$ cat config.mk
export PLATFORM = sky130hd
export DESIGN_NAME = id_ex_stage
export DESIGN_NICKNAME = d
export VERILOG_FILES = /design/src/rtl/id_ex_stage.sv
export SDC_FILE = /design/constraint.sdc
export NUM_CORES = 1
export LEC_CHECK = 0
export ABC_CLOCK_PERIOD_IN_PS = 2200
export BUFFER_PORTS_ARGS = -buffer_cell sky130_fd_sc_hd__buf_4
export CAP_MARGIN = 20
export CORE_MARGIN = 5
export CORE_UTILIZATION = 38
export CTS_CLUSTER_SIZE = 20
export DETAILED_ROUTE_END_ITERATION = 6
export HOLD_SLACK_MARGIN = 0.15
export PLACE_DENSITY = 0.81
export SKIP_CTS_REPAIR_TIMING = 1
export SKIP_LAST_GASP = 1
export SYNTH_ARGS = -nofsm -noshare
export SYNTH_HDL_FRONTEND = slang
export SYNTH_SLANG_ARGS = --single-unit
$ cat constraint.sdc
create_clock -name clk -period 2.2 [get_ports clk]
set_clock_uncertainty 0.05 [all_clocks]
set_input_delay 0.44 -clock clk [delete_from_list [all_inputs] [get_ports clk]]
set_output_delay 0.44 -clock clk [all_outputs]
set_load 0.02 [all_outputs]
$ cat src/rtl/id_ex_stage.sv
// rtl/id_ex_stage.sv - ID/EX pipeline register with WB bypass, load-use bubbles, flush/hold and perf counters
module id_ex_stage #(
  parameter int CTRL_W = 8,
  parameter int CNT_W  = 16
) (
  input  logic              clk,
  input  logic              rst,
  input  logic              id_valid,
  input  logic [31:0]       id_pc,
  input  logic [4:0]        id_rs1,
  input  logic [4:0]        id_rs2,
  input  logic              id_use_rs1,
  input  logic              id_use_rs2,
  input  logic [4:0]        id_rd,
  input  logic [31:0]       id_rs1_data,
  input  logic [31:0]       id_rs2_data,
  input  logic [31:0]       id_imm,
  input  logic              id_reg_write,
  input  logic              id_mem_read,
  input  logic [CTRL_W-1:0] id_ctrl,
  input  logic              wb_we,
  input  logic [4:0]        wb_rd,
  input  logic [31:0]       wb_data,
  input  logic              flush,
  input  logic              ex_hold,
  output logic              stall_id,
  output logic              ex_valid,
  output logic [31:0]       ex_pc,
  output logic [4:0]        ex_rs1,
  output logic [4:0]        ex_rs2,
  output logic [4:0]        ex_rd,
  output logic [31:0]       ex_rs1_data,
  output logic [31:0]       ex_rs2_data,
  output logic [31:0]       ex_imm,
  output logic              ex_reg_write,
  output logic              ex_mem_read,
  output logic [CTRL_W-1:0] ex_ctrl,
  output logic [CNT_W-1:0]  bubble_cnt,
  output logic [CNT_W-1:0]  flush_cnt
);

  logic [31:0] rs1_fwd;
  logic [31:0] rs2_fwd;
  logic        lu;
  logic        hold_fwd1;
  logic        hold_fwd2;

  // x0 reads as zero; a same-cycle WB write beats the stale register file value
  always_comb begin
    rs1_fwd = id_rs1_data;
    rs2_fwd = id_rs2_data;
    if (id_rs1 == 5'd0)
      rs1_fwd = '0;
    else if (wb_we && (wb_rd == id_rs1))
      rs1_fwd = wb_data;
    if (id_rs2 == 5'd0)
      rs2_fwd = '0;
    else if (wb_we && (wb_rd == id_rs2))
      rs2_fwd = wb_data;
  end

  always_comb begin
    lu = id_valid && ex_valid && ex_mem_read && (ex_rd != 5'd0) &&
         ((id_use_rs1 && (id_rs1 == ex_rd)) || (id_use_rs2 && (id_rs2 == ex_rd)));
    hold_fwd1 = wb_we && (wb_rd != 5'd0) && (wb_rd == ex_rs1);
    hold_fwd2 = wb_we && (wb_rd != 5'd0) && (wb_rd == ex_rs2);
  end

  assign stall_id = ~flush & (ex_hold | lu);

  always_ff @(posedge clk or negedge rst) begin
    if (!rst) begin
      ex_valid     <= 1'b0;
      ex_pc        <= '0;
      ex_rs1       <= '0;
      ex_rs2       <= '0;
      ex_rd        <= '0;
      ex_rs1_data  <= '0;
      ex_rs2_data  <= '0;
      ex_imm       <= '0;
      ex_reg_write <= 1'b0;
      ex_mem_read  <= 1'b0;
      ex_ctrl      <= '0;
      bubble_cnt   <= '0;
      flush_cnt    <= '0;
    end else if (flush) begin
      ex_valid     <= 1'b0;
      ex_pc        <= '0;
      ex_rs1       <= '0;
      ex_rs2       <= '0;
      ex_rd        <= '0;
      ex_rs1_data  <= '0;
      ex_rs2_data  <= '0;
      ex_imm       <= '0;
      ex_reg_write <= 1'b0;
      ex_mem_read  <= 1'b0;
      ex_ctrl      <= '0;
      if ((id_valid || ex_valid) && (flush_cnt != {CNT_W{1'b1}}))
        flush_cnt <= flush_cnt + 1'b1;
    end else if (ex_hold) begin
      // frozen instruction still tracks WB so it executes with current operands
      if (hold_fwd1)
        ex_rs1_data <= wb_data;
      if (hold_fwd2)
        ex_rs2_data <= wb_data;
    end else if (lu) begin
      ex_valid     <= 1'b0;
      ex_reg_write <= 1'b0;
      ex_mem_read  <= 1'b0;
      ex_ctrl      <= '0;
      if (bubble_cnt != {CNT_W{1'b1}})
        bubble_cnt <= bubble_cnt + 1'b1;
    end else begin
      ex_valid     <= id_valid;
      ex_pc        <= id_pc;
      ex_rs1       <= id_rs1;
      ex_rs2       <= id_rs2;
      ex_rd        <= id_rd;
      ex_rs1_data  <= rs1_fwd;
      ex_rs2_data  <= rs2_fwd;
      ex_imm       <= id_imm;
      ex_reg_write <= id_valid & id_reg_write;
      ex_mem_read  <= id_valid & id_mem_read;
      ex_ctrl      <= id_ctrl;
    end
  end

endmodule
==> reports/metrics.yaml, run 1 <==
run_status:
  run_status: "finished, violations left"
  violations: "setup timing"
worst_setup_path:
  worstPathMaxFanout: 5
  required_ns: 1.71
  slowest_stage: "or4_4"
  start_kind: "flip-flop"
  r2r_slack_ns: -0.22
  crit_start: "ex_rd[2]"
  crit_chain: "or4_4, o2111ai_4, nor2_4, o21ba_4, buf_4"
  r2r_start: "ex_rd[1]"
  end_kind: "output port"
  reg2reg_depth: 9
  critPathMaxStageDelay_ns: 0.54
  r2r-end: "ex_rs1_data[17]"
  cp_data_arrival_time_ns: 2.12
  endpoint: "stall_id"
  path_class: "reg -> out"
cells_and_area:
  final_core_util_pct: 60.2
  drive_gt1_share_pct: 43.9
  synthToLayoutAreaGrowth_pct: 55.1
  nNetsFinal: 1343
power:
  pwr-share-clk_pct: 35.6
  intPower_w: 0.00618
  power.density_nw_per_um2: 713
  leakagePower_nw: 6.36
  p_comb_share_pct: 21.4
  p_sw_w: 0.00287
  p_sw_share_pct: 31.7
  vdd_ir_drop_max_uv: 503
  p_seq_share_pct: 43.0
global_route:
  grt_first_pass_wirelength_um: 44000
  grt-ovfl-total: 0
  grt_pass1_vias: 7992
  grt_max_degree: 61
  antenna_found_initial: 1
  grt_usage_pct: 23.0
place:
  hpwl_um: 22200
  io_buffer_count: 384
  gp_congestion: 0.865
run:
  maxCapViolCount: 0
timing:
  relSlewSlack_pct: 42.0
  tightestPinTransition_ns: 0.866
  finalSetupTns_ns: -17.35
  finalHoldViolations: 0
  fmax_mhz: 383
  worst_slack_ns: -0.413
  min_period_ns: 2.61
  final_max_slew_viol_count: 0
  setup_viol: 138
  fin_crit_sh_pct: 119
  rsz0062_at_grt: "yes"
logic_synthesis:
  yosysSeqAreaShare_pct: 56.9
  yosys_warnings: 0
  avgSynthCellArea_um2: 11.2
  syn_area_um2: 8180
  synthesis.nets: 929
  synth_ff_type: "dfrtp_1"
  ys_types: 42
  ys_ff_latch: 186
  synth_cells: 729
  async_reset_ff_share_pct: 100
  synth_edf_count: 0
clock_tree:
  htreeDepth: 4
  cts_buffers: 17
  cts_tree: "done"
  clock_path_buffers: 2
  clk_pin_slew_ns: 0.08
  insertion_delay_ns: 0.43
  cts_num_sinks: 186
  cts_root_buffer: "clkbuf_16"
floorplanning:
  design.core.area_um2: 21100
  die_x_um: 157
  die-area_um2: 24600
  fp.dieH_um: 157
  io_pins: 385
  rows: 53
  initial_utilization_pct: 38.8
routing:
  num_vias: 7684
  top_layer: "met4"
  wirelength_um: 30300
  via_per_inst: 5.37
  dr_wl_met2_um: 15200
  drtIter0Drc: 477
  antenna_left: 0
  wl_per_cell_um: 21.2
  post-route-drc-count: 0
  wl_met1_um: 11300
  wl_met3_um: 3070
  firstDrtPassIters: 5
min_path:
  hp-class: "in -> reg"
logic make-up (layout without fill, tap and decap cells):
kind of cell | after synthesis | count (layout) | share of synthesized area, %
multiplexers | 1 | 1 | 0.138
flip-flops | 186 | 186 | 56.9
adder cells (fa/ha/maj) | 2 | 2 | 0.306
AND/OR/NAND/NOR | 186 | 186 | 11.3
XOR/XNOR | 60 | 60 | 6.42
other | 0 | 1 | 0
AO/OA/AOI/OAI | 234 | 234 | 21.0
buffers and inverters | 60 | 487 | 3.93
layout make-up:
class	instances	area [um^2]
Antenna cell	1	2.50
Clock buffer	17	425
Clock inverter	15	206
Fill cell	1735	8400
Inverter	4	15.0
Multi-Input combinational cell	483	3360
Sequential cell	186	4660
Tap cell	275	344
Timing Repair Buffer	451	3680
power groups by stage:
stage	Clock, W	Combinational [W]	Sequential (W)
global placement	0	0.00184	0.00395
CTS	0.00329	0.00189	0.00389
floorplan	0	0.000519	0.00424
detailed placement	0	0.00189	0.00395
finish	0.00322	0.00194	0.00389
global route	0.00343	0.00207	0.00393
layout by cell type (no fill, tap or decap), types with 3 or more instances in the layout:
| master | Yosys | routed |
|---|---|---|
| nand4_1 | 14 | 14 |
| inv_12 | 0 | 3 |
| xnor2_1 | 39 | 35 |
| or4_1 | 4 | 3 |
| xnor2_2 | 0 | 4 |
| buf_8 | 0 | 3 |
| inv_8 | 0 | 3 |
| nand3_2 | 2 | 5 |
| inv_1 | 4 | 4 |
| a22oi_1 | 64 | 64 |
| dfrtp_1 | 186 | 183 |
| nor2b_1 | 32 | 32 |
| and3_1 | 6 | 6 |
| nor2_1 | 80 | 79 |
| clkbuf_16 | 0 | 22 |
| dfrtp_2 | 0 | 3 |
| a22o_1 | 88 | 88 |
| xor2_1 | 21 | 21 |
| nand2_1 | 17 | 16 |
| nand3_4 | 0 | 3 |
| clkinv_8 | 0 | 6 |
| buf_4 | 0 | 424 |
| nand3_1 | 13 | 7 |
| nor3_1 | 6 | 6 |
| inv_6 | 0 | 3 |
| a21oi_1 | 66 | 65 |
| dlygate4sd3_1 | 0 | 3 |
| buf_12 | 0 | 13 |
state kept, by name, indices dropped and copies added (netlist names):
name,flops
ex_ctrl,8
ex_rs2_data,32
ex_imm,32
ex_rs1_data,32
ex_rd,5
ex_rs1,5
ex_pc,32
ex_valid,1
flush_cnt,16
bubble_cnt,16
ex_rs2,5
ex_reg_write,1
ex_mem_read,1
worst max-delay path: cells and delay by family, from the launching register on:
| kind | cells | cell delay (ns) |
|---|---|---|
| compound gates | 2 | 0.48 |
| buf+inv | 1 | 0.16 |
| flops | 1 | 0.44 |
| simple gates | 2 | 0.61 |
Yosys cell counts (all sizes together), types with 2 or more instances:
cell,n,area [um^2]
dfrtp,186,4650
a22o,88,771
nor2,81,307
a21oi,66,330
a22oi,64,480
xnor2,39,342
buf,35,228
nor2b,32,200
clkbuf,21,78.8
xor2,21,184
nand2,17,63.8
nand3,15,85.1
nand4,14,87.6
and3,6,37.5
nor3,6,30.0
inv,4,15.0
or4,4,30.0
a21o,2,15.0
a32o,2,20.0
and2,2,12.5
ha,2,25.0
nor3b,2,25.0
nor4,2,12.5
o21a,2,15.0
o21ai,2,10.0
or2,2,12.5
metrics by stage:
step	instance area (um^2)	setup slack (ns)	hold slack [ns]	std cells	power [W]
floorplan	8180	-0.0639	0.0944	729	0.00476
detailed placement	11700	-0.190	0.335	1384	0.00583
global route	12700	-0.501	0.150	1432	0.00943
CTS	12300	-0.517	-0.142	1416	0.00906
finish	12700	-0.413	0.166	1432	0.00905
global placement	11600	-0.382	0.333	1383	0.00579
worst min path at each step:
stage,start,to,slack [ns],depth (start not counted)
final,id_pc[27],ex_pc[27],0.17,2
after global routing,id_imm[31],ex_imm[31],0.15,2
after CTS,rst,ex_pc[1],-0.14,1
after detailed placement,rst,ex_rs1_data[31],0.34,1
after global placement,rst,ex_rs2_data[29],0.33,1
after floorplan,rst,bubble_cnt[0],0.09,0
metal layers:
metal	track usage, %	up-vias
met5	0	-
met4	6.78	0
met3	8.08	56
met2	38.9	419
met1	27.7	3734
li1	-	3475
No activity file was read; power rests on OpenSTA's default activity.
==> run 2, diff against run 1 <==
--- a/config.mk
+++ b/config.mk
@@ -5,6 +5,7 @@
 export SDC_FILE = /design/constraint.sdc
 export NUM_CORES = 1
 export LEC_CHECK = 0
+export ABC_AREA = 1
 export ABC_CLOCK_PERIOD_IN_PS = 2200
 export BUFFER_PORTS_ARGS = -buffer_cell sky130_fd_sc_hd__buf_4
 export CAP_MARGIN = 20
@@ -13,7 +14,7 @@
 export CTS_CLUSTER_SIZE = 20
 export DETAILED_ROUTE_END_ITERATION = 6
 export HOLD_SLACK_MARGIN = 0.15
-export PLACE_DENSITY = 0.81
+export PLACE_DENSITY = 0.78
 export SKIP_CTS_REPAIR_TIMING = 1
 export SKIP_LAST_GASP = 1
 export SYNTH_ARGS = -nofsm -noshare
==> reports/metrics.yaml, run 2 <==
global_route:
  grt-ovfl-total: 0  # unchanged
  grt_first_pass_wirelength_um: 59700  # was 44000 um
  grt_max_degree: 95  # was 61
  grt_usage_pct: 24.4  # was 23.0%
  grt_pass1_vias: 11037  # was 7992
  antenna_found_initial: 2  # was 1
clock_tree:
  cts_root_buffer: "clkbuf_16"  # unchanged
  htreeDepth: 4  # unchanged
  clk_pin_slew_ns: 0.09  # was 0.08 ns
  insertion_delay_ns: 0.43  # about the same
  clock_path_buffers: 2  # unchanged
  cts_buffers: 17  # unchanged
  cts_tree: "done"  # unchanged
  cts_num_sinks: 186  # unchanged
cells_and_area:
  final_cell_mix: "nand2_1, buf_4, dfrtp_1"  # was buf_4, dfrtp_1, a22o_1
  final_core_util_pct: 55.0  # was 60.2%
  mostFrequentLayoutCell: "nand2_1"  # was buf_4
  regArea_um2: 4660  # about the same
  n_fill_cell: 2459  # was 1735
  synthToLayoutAreaGrowth_pct: 42.2  # was 55.1%
  nNetsFinal: 2074  # was 1343
  drive_gt1_share_pct: 26.5  # was 43.9%
  multi_input_area_um2: 4570  # was 3360 um^2
worst_setup_path:
  start_kind: "flip-flop"  # unchanged
  worstPathMaxFanout: 3  # was 5
  end_kind: "output port"  # unchanged
  reg2reg_depth: 13  # was 9
  required_ns: 1.71  # about the same
  cp_data_arrival_time_ns: 1.71  # was 2.12 ns
  path_class: "reg -> out"  # unchanged
run_status:
  run_status: "completed"  # was finished, violations left
timing:
  setup_viol: 0  # was 138
  finalHoldViolations: 0  # unchanged
  min_period_ns: 2.20  # was 2.61 ns
  final_max_slew_viol_count: 0  # unchanged
  finalSetupTns_ns: 0  # was -17.35 ns
  tightestPinTransition_ns: 0.622  # was 0.866 ns
  rsz0062_at_grt: "yes"  # unchanged
  fin_crit_sh_pct: 99.9  # was 119%
  relSlewSlack_pct: 58.6  # was 42.0%
  worst_slack_ns: 0.00128  # was -0.413 ns
  fmax_mhz: 455  # was 383 MHz
logic_synthesis:
  synthTopCellsByCount: "nand2_1, dfrtp_1, inv_1"  # was dfrtp_1, a22o_1, nor2_1
  syn_area_um2: 10100  # was 8180 um^2
  yosys_warnings: 0  # unchanged
  synth.most_common_cell: "nand2_1"  # was dfrtp_1
  synth_cells: 1473  # was 729
  synth_top_area_cell: "dfrtp_1"  # unchanged
  ys_types: 28  # was 42
  async_reset_ff_share_pct: 100  # unchanged
  synth_area_leaders: "dfrtp_1, nand2_1, inv_1, nor2_1, o21ai_0"  # was dfrtp_1, a22o_1, a22oi_1, xnor2_1, a21oi_1
  synth_edf_count: 0  # unchanged
  avgSynthCellArea_um2: 6.89  # was 11.2 um^2
  synthesis.nets: 1673  # was 929
  yosysSeqAreaShare_pct: 45.9  # was 56.9%
  synth.top_cell.area_share_pct: 45.9  # was 56.9%
  ys_ff_latch: 186  # unchanged
  synth_ff_type: "dfrtp_1"  # unchanged
power:
  leakagePower_nw: 8.41  # was 6.36 nW
  power.density_nw_per_um2: 672  # was 713 nW/um^2
  vdd_ir_drop_max_uv: 504  # was 503 uV
  power_w: 0.00969  # was 0.00905 W
place:
  io_buffer_count: 384  # unchanged
  gp_congestion: 0.921  # was 0.865
  dp_slack_ns: 0.0369  # was -0.190 ns
  hpwl_um: 28300  # was 22200 um
floorplanning:
  die-area_um2: 30100  # was 24600 um^2
  design.core.area_um2: 26200  # was 21100 um^2
  io_pins: 385  # unchanged
  rows: 59  # was 53
  die_x_um: 173  # was 157 um
  fp.dieH_um: 173  # was 157 um
  initial_utilization_pct: 38.7  # was 38.8%
min_path:
  worstHoldPathCells: 3  # was 2
  hp-class: "in -> reg"  # unchanged
routing:
  firstDrtPassIters: 5  # unchanged
  drtIter0Drc: 1007  # was 477
  wirelength_um: 37800  # was 30300 um
  num_vias: 11173  # was 7684
  wl_per_cell_um: 17.0  # was 21.2 um
  post-route-drc-count: 0  # unchanged
  via_per_inst: 5.02  # was 5.37
  antenna_left: 0  # unchanged
run:
  maxCapViolCount: 0  # unchanged
==> run 2: cell types whose count changed after synthesis, moves of 11 or more <==
cell | before | now
a21oi_1 | 66 | 3
a22o_1 | 88 | 0
a22oi_1 | 64 | 0
clkbuf_1 | 21 | 32
inv_1 | 4 | 143
inv_2 | 0 | 14
nand2_1 | 17 | 686
nand3_1 | 13 | 52
nor2_1 | 80 | 129
nor2b_1 | 32 | 0
o21ai_0 | 2 | 69
o21ai_1 | 0 | 32
xnor2_1 | 39 | 5
==> run 2: final cells by class <==
class,count,area share [%]
multi-input combinational,1066,31.7
clock inverter,15,1.54
clock buffer,17,2.95
tap,335,2.91
inverter,157,4.09
timing repair buffer,446,24.5
antenna,2,0.0347
sequential,186,32.3
==> run 2: worst paths after layout <==
| kind | from | endpoint | slack [ns] |
|---|---|---|---|
| max | ex_rd[3] | stall_id | 0.001 |
| min | id_pc[6] | ex_pc[6] | 0.15 |
| max reg2reg | ex_rd[3] | ex_imm[30] | 0.18 |
| min reg2reg | ex_pc[25] | ex_pc[25] | 0.43 |
| max in group asynchronous | rst | ex_rd[4] | 0.93 |
| min in group asynchronous | rst | ex_rs2_data[13] | 0.51 |
==> run 2: power by group <==
part	internal, W	switching [W]
Combinational	0.000970	0.00136
Clock	0.00177	0.00163
Sequential	0.00371	0.000244
Total	0.00645	0.00324
==> run 2: metrics by stage <==
step	hold slack [ns]	instance area, um^2	instances
final	0.151	14400	2224
after floorplan	0.0944	10100	1473
after global routing	0.149	14400	2224
after detailed placement	0.413	13600	2170
after global placement	0.407	13600	2170
after CTS	-0.0502	14200	2202
==> run 2: worst max-delay path, cell delays in order, from the launching register on <==
cell	delay, ns
dfrtp_1	0.41
buf_6	0.13
nand2_1	0.06
nand2_1	0.05
nor2_1	0.10
nand3_1	0.09
nand2_2	0.09
nand2_2	0.06
nand2_2	0.05
nand2_2	0.06
inv_2	0.07
buf_6	0.12
==> run 2: cells by family (layout without fill, tap and decap cells) <==
kind of cell	Yosys count	count (layout)	share of synthesized area, %
simple gates	919	919	36.2
compound gates	117	117	5.94
xor+xnor	28	28	2.42
flops	186	186	45.9
other cells	0	2	0
fa+ha+maj	2	2	0.247
buf+inv	221	635	9.29
==> run 2: layer usage <==
metal	global-route usage, %	vias up	wire length [um]
li1	-	5293	-
met1	30.9	5192	15300
met5	0	-	0
met3	6.72	82	3700
met2	40.3	606	17700
met4	8.41	0	1140
==> run 3, diff against run 2 <==
--- a/config.mk
+++ b/config.mk
@@ -5,7 +5,6 @@
 export SDC_FILE = /design/constraint.sdc
 export NUM_CORES = 1
 export LEC_CHECK = 0
-export ABC_AREA = 1
 export ABC_CLOCK_PERIOD_IN_PS = 2200
 export BUFFER_PORTS_ARGS = -buffer_cell sky130_fd_sc_hd__buf_4
 export CAP_MARGIN = 20
@@ -14,7 +13,8 @@
 export CTS_CLUSTER_SIZE = 20
 export DETAILED_ROUTE_END_ITERATION = 6
 export HOLD_SLACK_MARGIN = 0.15
-export PLACE_DENSITY = 0.78
+export PLACE_DENSITY = 0.81
+export SETUP_SLACK_MARGIN = 0.2
 export SKIP_CTS_REPAIR_TIMING = 1
 export SKIP_LAST_GASP = 1
 export SYNTH_ARGS = -nofsm -noshare
==> reports/metrics.yaml, run 3 (synthesis results as in run 1) <==
min_path:
  worstHoldStart: "id_pc[2]"  # was id_pc[6]
  min_to: "ex_pc[2]"  # was ex_pc[6]
  worstHoldPathCells: 2  # was 3
  hp-class: "in -> reg"  # unchanged
routing:
  via_per_inst: 5.47  # was 5.02
  drtIter0Drc: 490  # was 1007
  wirelength_um: 31600  # was 37800 um
  antenna_left: 0  # unchanged
  num_vias: 7906  # was 11173
  post-route-drc-count: 0  # unchanged
  firstDrtPassIters: 5  # unchanged
  wl_per_cell_um: 21.9  # was 17.0 um
timing:
  fin_crit_sh_pct: 117  # was 99.9%
  tightestPinTransition_ns: 0.855  # was 0.622 ns
  rsz0062_at_grt: "yes"  # unchanged
  fmax_mhz: 387  # was 455 MHz
  final_max_slew_viol_count: 0  # unchanged
  fin_hold_ws_ns: 0.171  # was 0.151 ns
  relSlewSlack_pct: 42.9  # was 58.6%
  finalHoldViolations: 0  # unchanged
  min_period_ns: 2.58  # was 2.20 ns
  worst_slack_ns: -0.382  # was 0.00128 ns
  setup_viol: 152  # was 0
global_route:
  grt-ovfl-total: 0  # unchanged
  grt_usage_pct: 23.4  # was 24.4%
  grt_first_pass_wirelength_um: 44800  # was 59700 um
  grt_pass1_vias: 7950  # was 11037
  antenna_found_initial: 0  # was 2
  grt_max_degree: 62  # was 95
floorplanning:
  initial_utilization_pct: 38.8  # was 38.7%
  die_x_um: 157  # was 173 um
  fp.dieH_um: 157  # was 173 um
  die-area_um2: 24600  # was 30100 um^2
  io_pins: 385  # unchanged
  design.core.area_um2: 21100  # was 26200 um^2
  rows: 53  # was 59
place:
  hpwl_um: 22800  # was 28300 um
  place_area_um2: 11800  # was 13600 um^2
  dp_slack_ns: -0.239  # was 0.0369 ns
  io_buffer_count: 384  # unchanged
  gp_congestion: 0.931  # was 0.921
power:
  p_seq_share_pct: 43.1  # was 40.8%
  power_w: 0.00903  # was 0.00969 W
  p_sw_share_pct: 30.6  # was 33.4%
  p_sw_w: 0.00277  # was 0.00324 W
  leakagePower_nw: 6.46  # was 8.41 nW
  p_comb_share_pct: 22.0  # was 24.1%
  intPower_w: 0.00627  # was 0.00645 W
  power.density_nw_per_um2: 702  # was 672 nW/um^2
  vdd_ir_drop_max_uv: 465  # was 504 uV
  pwr-share-clk_pct: 34.8  # was 35.1%
cells_and_area:
  mostFrequentLayoutCell: "buf_4"  # was nand2_1
  synthToLayoutAreaGrowth_pct: 57.3  # was 42.2%
  nNetsFinal: 1358  # was 2074
  post-route-cell-area_um2: 12900  # was 14400 um^2
  diodes: 0  # was 2
  drive_gt1_share_pct: 44.4  # was 26.5%
  final_cell_mix: "buf_4, dfrtp_1, a22o_1"  # was nand2_1, buf_4, dfrtp_1
worst_setup_path:
  crit_chain: "or4_4, o2111ai_4, nor2_2, o21ba_4, buf_6"  # was buf_6, nand2_1, nand2_1, nor2_1, nand3_1, nand2_2, nand2_2, nand2_2, nand2_2, inv_2, buf_6
  critPathMaxStageDelay_ns: 0.57  # was 0.41 ns
  path_class: "reg -> out"  # unchanged
  end_kind: "output port"  # unchanged
  r2r_start: "ex_rd[2]"  # was ex_rd[3]
  slowest_stage: "or4_4"  # was dfrtp_1
  required_ns: 1.71  # about the same
  start_kind: "flip-flop"  # unchanged
  cp_data_arrival_time_ns: 2.09  # was 1.71 ns
  r2r_slack_ns: -0.18  # was 0.18 ns
  worstPathMaxFanout: 3  # unchanged
  reg2reg_depth: 12  # was 13
  r2r-end: "ex_mem_read"  # was ex_imm[30]
clock_tree:
  insertion_delay_ns: 0.43  # about the same
  cts_num_sinks: 186  # unchanged
  htreeDepth: 4  # unchanged
  clk_pin_slew_ns: 0.08  # was 0.09 ns
  cts_root_buffer: "clkbuf_16"  # unchanged
  cts_buffers: 17  # unchanged
  clock_path_buffers: 2  # unchanged
  cts_tree: "done"  # unchanged
run_status:
  violations: "setup timing"
  run_status: "finished, violations left"  # was completed
run:
  maxCapViolCount: 0  # unchanged
==> run 3: cell types whose count changed in the layout (fill, tap and decap cells not counted), moves of 12 or more <==
| cell | delta |
|---|---|
| buf_4 | +13 |
| nor2_1 | -49 |
| inv_2 | -17 |
| nand2_1 | -663 |
| dlygate4sd3_1 | -12 |
| nor2b_1 | +32 |
| o21ai_1 | -32 |
| a22o_1 | +88 |
| inv_1 | -136 |
| o21ai_0 | -67 |
| nand3_1 | -39 |
| xnor2_1 | +32 |
| a22oi_1 | +64 |
| a21oi_1 | +61 |
==> run 3: power groups by stage <==
stage / clock network [W] / registers [W] / logic [W]
final: 0.00315 / 0.00390 / 0.00199
after global routing: 0.00335 / 0.00393 / 0.00213
after CTS: 0.00322 / 0.00389 / 0.00190
after detailed placement: 0 / 0.00395 / 0.00190
after global placement: 0 / 0.00395 / 0.00186
after floorplan: 0 / 0.00424 / 0.000537
==> run 3: layer usage <==
metal  wire, um  global-route usage (%)  part of all wire, %  up-vias
met1      11400                    28.4                   36     3848
met5          0                       0                    0        -
li1           -                       -                    -     3519
met3       2960                    6.31                  9.4       61
met2      16300                    40.4                   51      478
met4        985                    8.02                  3.1        0
==> run 3: final cells by class <==
| type | count | area [um^2] |
|---|---|---|
| sequential | 186 | 4660 |
| fill | 1728 | 8220 |
| inverter | 4 | 15.0 |
| multi-input combinational | 483 | 3300 |
| clock buffer | 17 | 425 |
| clock inverter | 15 | 183 |
| tap | 275 | 344 |
| timing repair buffer | 466 | 3940 |
==> run 3: how the worst max path moves through the flow <==
stage | start | to | slack (ns) | cells after the start
final | ex_rd[2] | stall_id | -0.38 | 5
after global routing | ex_rd[2] | stall_id | -0.44 | 7
after CTS | ex_rd[2] | stall_id | -0.56 | 5
after detailed placement | id_rs2[2] | ex_imm[4] | -0.24 | 9
after global placement | id_rs2[0] | ex_rs2_data[29] | -0.19 | 8
after floorplan | ex_rd[1] | stall_id | -0.06 | 6
==> run 3: worst max-delay path, delay by kind of cell (launching register included) <==
| kind | cells | cell delay [ns] |
|---|---|---|
| simple gates | 2 | 0.64 |
| flops | 1 | 0.44 |
| compound gates | 2 | 0.45 |
| buf+inv | 1 | 0.14 |
==> run 3: metrics by stage <==
| stage | setup TNS (ns) | cells | util, % |
|---|---|---|---|
| 5_1_grt | -33.23 | 1446 | 61.0 |
| 4_1_cts | -21.54 | 1423 | 58.7 |
| 3_5_place_dp | -23.27 | 1391 | 55.8 |
| 3_3_place_gp | -17.83 | 1391 | 55.8 |
| 2_1_floorplan | -0.0783 | 729 | - |
| 6_report | -15.17 | 1446 | 61.0 |
